**src/rtl/vending_pkg.sv**
```systemverilog
// Shared vending-machine definitions: coin denominations, drink codes and
// prices, refill selector codes and the change-dispenser state encoding.
// No ports; imported by the change dispenser and its bench.
package vending_pkg;

   // Coin denominations in dollars, sized to match the 8-bit money datapath.
   localparam logic [7:0] COIN_1  = 8'd1;
   localparam logic [7:0] COIN_5  = 8'd5;
   localparam logic [7:0] COIN_10 = 8'd10;

   // Drink prices in dollars.
   localparam logic [7:0] TEA    = 8'd10;
   localparam logic [7:0] COKE   = 8'd15;
   localparam logic [7:0] COFFEE = 8'd20;
   localparam logic [7:0] MILK   = 8'd25;

   typedef enum logic [1:0] {
      DRINK_TEA    = 2'd0,
      DRINK_COKE   = 2'd1,
      DRINK_COFFEE = 2'd2,
      DRINK_MILK   = 2'd3
   } drink_e;

   // Refill selector codes; code 3 is ignored.
   localparam logic [1:0] REFILL_1  = 2'd0;
   localparam logic [1:0] REFILL_5  = 2'd1;
   localparam logic [1:0] REFILL_10 = 2'd2;

   typedef enum logic [1:0] {
      IDLE     = 2'd0,
      SELECT   = 2'd1,
      DISPENSE = 2'd2,
      DONE     = 2'd3
   } disp_state_e;

   function automatic logic [7:0] drink_price(input drink_e drink);
      case (drink)
         DRINK_TEA:    drink_price = TEA;
         DRINK_COKE:   drink_price = COKE;
         DRINK_COFFEE: drink_price = COFFEE;
         default:      drink_price = MILK;
      endcase
   endfunction

endpackage

```
**src/rtl/change_dispenser_ctrl_if.sv**
```systemverilog
// Bundle between the purchase FSM / hopper / refill logic (master) and the
// change dispenser (slave).
//   start, amount          : change request, amount in dollars
//   hopper_ready           : hopper takes the presented coin this cycle
//   refill, refill_sel     : add one coin of the selected denomination
//   coin_valid, coin_value : coin presented to the hopper
//   busy, done             : request in flight / one-cycle completion pulse
//   short, short_amt       : shortfall flag and unpaid remainder
//   inv_empty              : {10, 5, 1} inventory counters at zero
interface change_dispenser_ctrl_if;

   logic       start;
   logic [7:0] amount;
   logic       hopper_ready;
   logic       refill;
   logic [1:0] refill_sel;
   logic       coin_valid;
   logic [7:0] coin_value;
   logic       busy;
   logic       done;
   logic       short;
   logic [7:0] short_amt;
   logic [2:0] inv_empty;

   modport master (
      output start, amount, hopper_ready, refill, refill_sel,
      input  coin_valid, coin_value, busy, done, short, short_amt, inv_empty
   );

   modport slave (
      input  start, amount, hopper_ready, refill, refill_sel,
      output coin_valid, coin_value, busy, done, short, short_amt, inv_empty
   );

endinterface

```
**src/rtl/coin_inventory_counter.sv**
```systemverilog
// Per-denomination coin inventory: saturating up/down counter loaded with
// INIT on reset.
//   clk, reset : clock, synchronous active-high reset
//   inc_i      : one coin refilled (saturates at all-ones)
//   dec_i      : one coin dispensed (never below zero)
//   count_o    : current coin count
//   zero_o     : count_o is zero
module coin_inventory_counter #(
   parameter int CNT_W = 8,
   parameter int INIT  = 8
) (
   input  logic             clk,
   input  logic             reset,
   input  logic             inc_i,
   input  logic             dec_i,
   output logic [CNT_W-1:0] count_o,
   output logic             zero_o
);

   localparam logic [CNT_W-1:0] MAX_V  = '1;
   localparam logic [CNT_W-1:0] INIT_V = CNT_W'(INIT);

   logic [CNT_W-1:0] count_q, count_d;

   // NOTE: state registers use non-blocking assignments so every flop
   // samples the pre-edge value, independent of process ordering.
   always_ff @(posedge clk) begin
      if (reset) count_q <= INIT_V;
      else       count_q <= count_d;
   end

   // NOTE: the default is assigned first so no path leaves count_d
   // unassigned, which would otherwise infer a latch.
   always_comb begin
      count_d = count_q;
      // A simultaneous refill and dispense cancels out.
      case ({inc_i, dec_i})
         2'b10:   if (count_q != MAX_V) count_d = count_q + 1'b1;
         2'b01:   if (count_q != '0)    count_d = count_q - 1'b1;
         default: ;
      endcase
   end

   assign count_o = count_q;
   assign zero_o  = (count_q == '0);

endmodule

```
**src/rtl/change_dispenser_ctrl.sv**
```systemverilog
// Change dispenser: pays out a requested amount greedily (10, 5, 1), one coin
// per hopper handshake, and reports any shortfall when inventory runs out.
//   clk, reset : clock, synchronous active-high reset (aborts any request)
//   bus        : slave side of change_dispenser_ctrl_if (request, hopper,
//                refill, status and inventory-empty flags)
module change_dispenser_ctrl
   import vending_pkg::*;
#(
   parameter int CNT_W      = 8,
   parameter int INIT_CNT10 = 8,
   parameter int INIT_CNT5  = 8,
   parameter int INIT_CNT1  = 8
) (
   input  logic                    clk,
   input  logic                    reset,
   change_dispenser_ctrl_if.slave  bus
);

   disp_state_e state_q, state_d;
   logic [7:0]  remaining_q, remaining_d;
   logic [7:0]  cur_d_q, cur_d_d;
   logic        short_q, short_d;
   logic [7:0]  short_amt_q, short_amt_d;

   logic [CNT_W-1:0] cnt10, cnt5, cnt1;
   logic             zero10, zero5, zero1;
   logic             take;

   // A coin leaves the hopper on the handshake cycle.
   assign take = (state_q == DISPENSE) && bus.hopper_ready;

   coin_inventory_counter #(.CNT_W(CNT_W), .INIT(INIT_CNT10)) u_cnt10 (
      .clk     (clk),
      .reset   (reset),
      .inc_i   (bus.refill && (bus.refill_sel == REFILL_10)),
      .dec_i   (take && (cur_d_q == COIN_10)),
      .count_o (cnt10),
      .zero_o  (zero10)
   );

   coin_inventory_counter #(.CNT_W(CNT_W), .INIT(INIT_CNT5)) u_cnt5 (
      .clk     (clk),
      .reset   (reset),
      .inc_i   (bus.refill && (bus.refill_sel == REFILL_5)),
      .dec_i   (take && (cur_d_q == COIN_5)),
      .count_o (cnt5),
      .zero_o  (zero5)
   );

   coin_inventory_counter #(.CNT_W(CNT_W), .INIT(INIT_CNT1)) u_cnt1 (
      .clk     (clk),
      .reset   (reset),
      .inc_i   (bus.refill && (bus.refill_sel == REFILL_1)),
      .dec_i   (take && (cur_d_q == COIN_1)),
      .count_o (cnt1),
      .zero_o  (zero1)
   );

   always_ff @(posedge clk) begin
      if (reset) begin
         state_q     <= IDLE;
         remaining_q <= '0;
         cur_d_q     <= '0;
         short_q     <= 1'b0;
         short_amt_q <= '0;
      end else begin
         state_q     <= state_d;
         remaining_q <= remaining_d;
         cur_d_q     <= cur_d_d;
         short_q     <= short_d;
         short_amt_q <= short_amt_d;
      end
   end

   always_comb begin
      state_d     = state_q;
      remaining_d = remaining_q;
      cur_d_d     = cur_d_q;
      short_d     = short_q;
      short_amt_d = short_amt_q;

      case (state_q)
         IDLE: begin
            // Shortfall status is held from the last request until a new one starts.
            if (bus.start) begin
               remaining_d = bus.amount;
               short_d     = 1'b0;
               short_amt_d = '0;
               state_d     = SELECT;
            end
         end

         SELECT: begin
            // Checking d <= remaining before selection keeps remaining from underflowing.
            if (remaining_q == '0) begin
               short_d = 1'b0;
               state_d = DONE;
            end else if ((remaining_q >= COIN_10) && (cnt10 != '0)) begin
               cur_d_d = COIN_10;
               state_d = DISPENSE;
            end else if ((remaining_q >= COIN_5) && (cnt5 != '0)) begin
               cur_d_d = COIN_5;
               state_d = DISPENSE;
            end else if ((remaining_q >= COIN_1) && (cnt1 != '0)) begin
               cur_d_d = COIN_1;
               state_d = DISPENSE;
            end else begin
               short_d     = 1'b1;
               short_amt_d = remaining_q;
               state_d     = DONE;
            end
         end

         DISPENSE: begin
            // cur_d stays fixed here; a refill is only considered at the next SELECT.
            if (bus.hopper_ready) begin
               remaining_d = remaining_q - cur_d_q;
               state_d     = SELECT;
            end
         end

         DONE:    state_d = IDLE;

         default: state_d = IDLE;
      endcase
   end

   assign bus.coin_valid = (state_q == DISPENSE);
   assign bus.coin_value = (state_q == DISPENSE) ? cur_d_q : 8'd0;
   assign bus.busy       = (state_q != IDLE);
   assign bus.done       = (state_q == DONE);
   assign bus.short      = short_q;
   assign bus.short_amt  = short_amt_q;
   assign bus.inv_empty  = {zero10, zero5, zero1};

endmodule

```
**src/flat_wrapper.sv**
```systemverilog
// flat-port wrapper written by rule: the top's interface ports become plain ports
module change_dispenser_ctrl_flat import vending_pkg::*;
#(
   parameter int CNT_W      = 8,
   parameter int INIT_CNT10 = 8,
   parameter int INIT_CNT5  = 8,
   parameter int INIT_CNT1  = 8
)
  (clk, reset, bus_start, bus_amount, bus_hopper_ready, bus_refill, bus_refill_sel, bus_coin_valid, bus_coin_value, bus_busy, bus_done, bus_short, bus_short_amt, bus_inv_empty);
  change_dispenser_ctrl_if bus_i ();
  input  logic clk;
  input  logic reset;
  input wire logic [$bits(bus_i.start)-1:0] bus_start;
  input wire logic [$bits(bus_i.amount)-1:0] bus_amount;
  input wire logic [$bits(bus_i.hopper_ready)-1:0] bus_hopper_ready;
  input wire logic [$bits(bus_i.refill)-1:0] bus_refill;
  input wire logic [$bits(bus_i.refill_sel)-1:0] bus_refill_sel;
  output wire logic [$bits(bus_i.coin_valid)-1:0] bus_coin_valid;
  output wire logic [$bits(bus_i.coin_value)-1:0] bus_coin_value;
  output wire logic [$bits(bus_i.busy)-1:0] bus_busy;
  output wire logic [$bits(bus_i.done)-1:0] bus_done;
  output wire logic [$bits(bus_i.short)-1:0] bus_short;
  output wire logic [$bits(bus_i.short_amt)-1:0] bus_short_amt;
  output wire logic [$bits(bus_i.inv_empty)-1:0] bus_inv_empty;
  assign bus_i.start = bus_start;
  assign bus_i.amount = bus_amount;
  assign bus_i.hopper_ready = bus_hopper_ready;
  assign bus_i.refill = bus_refill;
  assign bus_i.refill_sel = bus_refill_sel;
  assign bus_coin_valid = bus_i.coin_valid;
  assign bus_coin_value = bus_i.coin_value;
  assign bus_busy = bus_i.busy;
  assign bus_done = bus_i.done;
  assign bus_short = bus_i.short;
  assign bus_short_amt = bus_i.short_amt;
  assign bus_inv_empty = bus_i.inv_empty;
  change_dispenser_ctrl #(.CNT_W(CNT_W), .INIT_CNT10(INIT_CNT10), .INIT_CNT5(INIT_CNT5), .INIT_CNT1(INIT_CNT1)) u_core (.clk(clk), .reset(reset), .bus(bus_i));
endmodule
```
**config.mk**
```make
export PLATFORM = sky130hd
export DESIGN_NAME = change_dispenser_ctrl_flat
export DESIGN_NICKNAME = d
export VERILOG_FILES = /design/src/rtl/vending_pkg.sv /design/src/rtl/change_dispenser_ctrl_if.sv /design/src/rtl/coin_inventory_counter.sv /design/src/rtl/change_dispenser_ctrl.sv /design/src/flat_wrapper.sv
export SDC_FILE = /design/constraint.sdc
export NUM_CORES = 1
export LEC_CHECK = 0
export CAP_MARGIN = 5
export CORE_MARGIN = 10
export CORE_UTILIZATION = 58
export DETAILED_ROUTE_END_ITERATION = 8
export DONT_BUFFER_PORTS = 1
export PLACE_DENSITY = 0.76
export SYNTH_ARGS = -nofsm -noshare
export SYNTH_HDL_FRONTEND = slang
export SYNTH_HIERARCHICAL = 1
export SYNTH_SLANG_ARGS = --single-unit
```
**constraint.sdc**
```tcl
create_clock -name clk -period 3 [get_ports clk]
set_input_delay 0.45 -clock clk [delete_from_list [all_inputs] [get_ports clk]]
set_output_delay 0.45 -clock clk [all_outputs]
set_load 0.02 [all_outputs]
```
==> metrics.md <==
| Metric | Value |
|---|---|
| Diode count | 0 |
| Drt first pass iters | 5 |
| Worst-case clock buffer depth | 2 |
| Fin Setup TNS | 0 ps |
| Max Cap Viol | 0 |
| Post-synth EDFFs | 0 |
| Setup violators final | 0 |
| Critical path arrival | around 3000 ps |
| Yosys reg bits | 46 |
| Post-Syn Area | between 3000 and 4000 um2 |
| Vias in the first global route | between 3000 and 4000 |
| CTS HTree Levels | 2 |
| Routed len/inst | 16.6 um |
| Worst hold endpoint | u_core/u_cnt10/count_o[1]$_SDFFE_PP0P_ |
| Routed Antenna Nets | 0 |
| Worst R2R End | u_core/u_cnt10/count_o[6]$_SDFFE_PP0P_ |
| Maximum fanout along the worst path | 5 |
| Sequential share of the synthesized area | between 20% and 30% |
| Clock latency on the worst-skew pair | approximately 300 ps |
| Mapped Avg Cell Area | 7.87 um2 |
| R2R depth | 10 |
| Initial antenna violation count | 0 |
| Worst slew pin tran | between 700 and 800 ps |
| Reg2Reg Setup Slack | between 200 and 250 ps |
| Critical Path, Cell by Cell | inv_1 -> nor4_1 -> buf_4 -> nand2b_1 -> xnor2_1 -> ha_1 -> nor4b_1 -> nand3_1 -> a22oi_1 -> mux2_1 |
| Unrepaired setup endpoints after global routing | false |
| Worst Min Path Start | reset |
| Area Overhead vs Synth | 4.33% |
| TritonCTS clock tree | yes |
| Post-Syn Instances | approximately 440 |
| Synth async-reset ratio | 0% |
| Post-route DRC | 0 |
| GR Overflow Total | 0 |
| Fill count | 560 |
| Critical Path Sink Type | register |
| Syn. warnings | 6 |
| DR vias/cell | approximately 6.5 |
| Unique masters post-synth | approximately 60 |
| First-pass GRT wire length | about 14 mm |
| Clock tree root buffer cell | clkbuf_8 |
| Hold Crit Class | input pin to register |
| Setup CP Type | register to register |
| Die Wd | roughly 97 um |
| Die ar. | 9480 um2 |
| Via count | approximately 3300 |
| Final net count | ~460 |
| Overall Global Routing Usage | 17.0% |
| Layout cells sized above 1 | a little over an eighth |
| Outcome | complete, no violations |
| Die Y | 97.4 um |
| Pin count of the biggest net entering global routing | 66 |
| Routed WL | ~8.4 mm |
| Clk slew on worst S/H paths | around 80 ps |
| Buffers on Ports | 0 |
| Worst EP required | between 3000 and 4000 ps |
| Power density over the cells | 391 nW/um2 |
| Skew final | ~6.2 ps |
| CORE AREA | roughly 6000 um2 |
| Post-DP HPWL | between 6 and 7 mm |
| Fin. max-slew vios | 0 |
| Final min period | 2800 ps |
| RR Startpoint | u_core/cur_d_q[1]$_SDFFE_PP0P_ |
| F_max | 357 MHz |
| CP peak stage delay | between 400 and 500 ps |
| # hold bufs at CTS | 0 |
| Startpoint Class | register |
| Max IR drop VDD | about 0.28 mV |
| Starting Density | between 50% and 60% |
| Hold path depth | 1 |
| Worst slew margin | 47.9% |
| Tcrit/Tclk final | 93.3% |
| Final instance area | approximately 3600 um2 |
| Hold Fails Final Rpt | 0 |
| Initial DRC count | 160 |
| Dpl cell area | between 3000 and 4000 um2 |
| Top_reg_cell synth | dfxtp_1 |
| CP max stage cell | nor4b_1 |
| Num CTS Buffers | 5 |
| IO Pins | 38 |
| Row count | 28 |
| Sink Count | 46 |
| Leakage power figure | 1.25 nW |
| Gp weighted congestion | between 0.8 and 0.9 |
worst max path at each step:
stage | startpoint | to | slack [ps] | cells past startpoint
floorplan | u_core/state_q[0]$_SDFFE_PP0P_ | u_core/u_cnt1/count_o[6]$_SDFFE_PP0P_ | -50 | 13
global placement | u_core/cur_d_q[1]$_SDFFE_PP0P_ | u_core/u_cnt10/count_o[6]$_SDFFE_PP0P_ | 370 | 10
detailed placement | u_core/state_q[0]$_SDFFE_PP0P_ | u_core/u_cnt5/count_o[6]$_SDFFE_PP0P_ | 260 | 12
CTS | u_core/state_q[0]$_SDFFE_PP0P_ | u_core/u_cnt5/count_o[6]$_SDFFE_PP0P_ | 230 | 12
global route | u_core/state_q[0]$_SDFFE_PP0P_ | u_core/u_cnt1/count_o[6]$_SDFFE_PP0P_ | 70 | 11
finish | u_core/cur_d_q[1]$_SDFFE_PP0P_ | u_core/u_cnt10/count_o[6]$_SDFFE_PP0P_ | 200 | 10
report_power, final:
part           internal, W  leakage [nW]  switching [W]  total, W
registers         0.000638         0.373      0.0000474  0.000686
logic             0.000138         0.833       0.000207  0.000344
clock network     0.000178        0.0431       0.000206  0.000384
cells in the mapped netlist (10+ instances only):
| library cell | instances | area, um2 |
|---|---|---|
| o21ai_0 | 11 | 55.1 |
| nand4_1 | 10 | 62.6 |
| or3_1 | 10 | 62.6 |
| nor2_1 | 58 | 218 |
| inv_1 | 13 | 48.8 |
| nand3_1 | 18 | 90.1 |
| nand2_1 | 26 | 97.6 |
| nor2b_1 | 21 | 131 |
| a21oi_1 | 26 | 130 |
| clkbuf_1 | 17 | 63.8 |
| a22oi_1 | 17 | 128 |
| dfxtp_1 | 46 | 921 |
| nor4_1 | 14 | 87.6 |
metrics by stage:
stage	util [%]	instances	power (W)	hold WS [ps]	setup WS, ps
2_1_floorplan	-	444	0.000975	480	-45.5
3_3_place_gp	60.3	502	0.00103	501	369
3_5_place_dp	60.3	502	0.00104	508	259
4_1_cts	61.7	508	0.00142	204	227
5_1_grt	61.9	508	0.00149	209	65.8
6_report	61.9	508	0.00141	233	202
sequential cells by signal, summed over array words and instances (netlist names):
register                flops
u_core/bus.short            1
u_core/remaining_q          8
u_core/bus.short_amt        8
u_core/u_cnt5/count_o       8
u_core/state_q              2
u_core/cur_d_q              3
u_core/u_cnt1/count_o       8
u_core/u_cnt10/count_o      8
worst max-delay path: cells and delay by family, from the launching register on:
family,cells,cell delay [ps]
buf+inv,2,320
compound gates,1,200
mux,1,340
flops,1,450
fa+ha+maj,1,210
simple gates,4,1020
xor+xnor,1,130
kinds of logic (layout without fill, tap and decap cells):
kind of cell,Yosys count,count (layout),synth area share (%)
multiplexers,16,16,5.05
AND/OR/NAND/NOR,206,206,32.2
other,1,4,0.108
buffers and inverters,48,37,6.63
flip-flops,46,46,26.5
XOR/XNOR,4,4,1.01
AO/OA/AOI/OAI,112,112,25.4
adder cells (fa/ha/maj),8,8,3.10
layout by cell type (no fill, tap or decap), types with 4 or more instances in the layout:
cell and instances:
inv_1 13, o21a_1 5, and2_1 9, nor2_1 58
a211oi_1 5, dfxtp_1 46, a22oi_1 17, o21ai_0 11
or3_1 10, xnor2_1 4, nor2b_1 21, nor4b_1 4
ha_1 7, nand2_1 26, a21oi_1 26, conb_1 4
mux2_1 6, o22ai_1 4, mux2_2 6, o21ai_2 8
nand3_1 18, clkbuf_8 6, mux2i_1 4, a21boi_0 6
nand2b_1 5, o31a_1 4, nor4_1 14, nand4_1 10
buf_4 17, nor3_1 9
per-layer routing:
metal / track usage [%] / vias to the layer above / wire length (um)
met4: 5.26 / 0 / 61
met5: 0 / - / 0
li1: - / 1608 / -
met3: 4.34 / 8 / 628
met2: 28.5 / 113 / 4080
met1: 20.6 / 1555 / 3680
layout make-up:
type                       instances  area (um2)  area share [%]
multi-input combinational        350        2340            64.7
sequential                        46         921            25.4
timing repair buffer              17         128            3.52
tap                               75        93.8            2.59
clock buffer                       6        82.6            2.28
inverter                          14        52.6            1.45
repair_timing:
item / CTS / global route
setup endpoints to repair: 0 / 5
setup buffers: 0 / 0
resized for setup: 0 / 2
(Power assumes the default switching activity.)
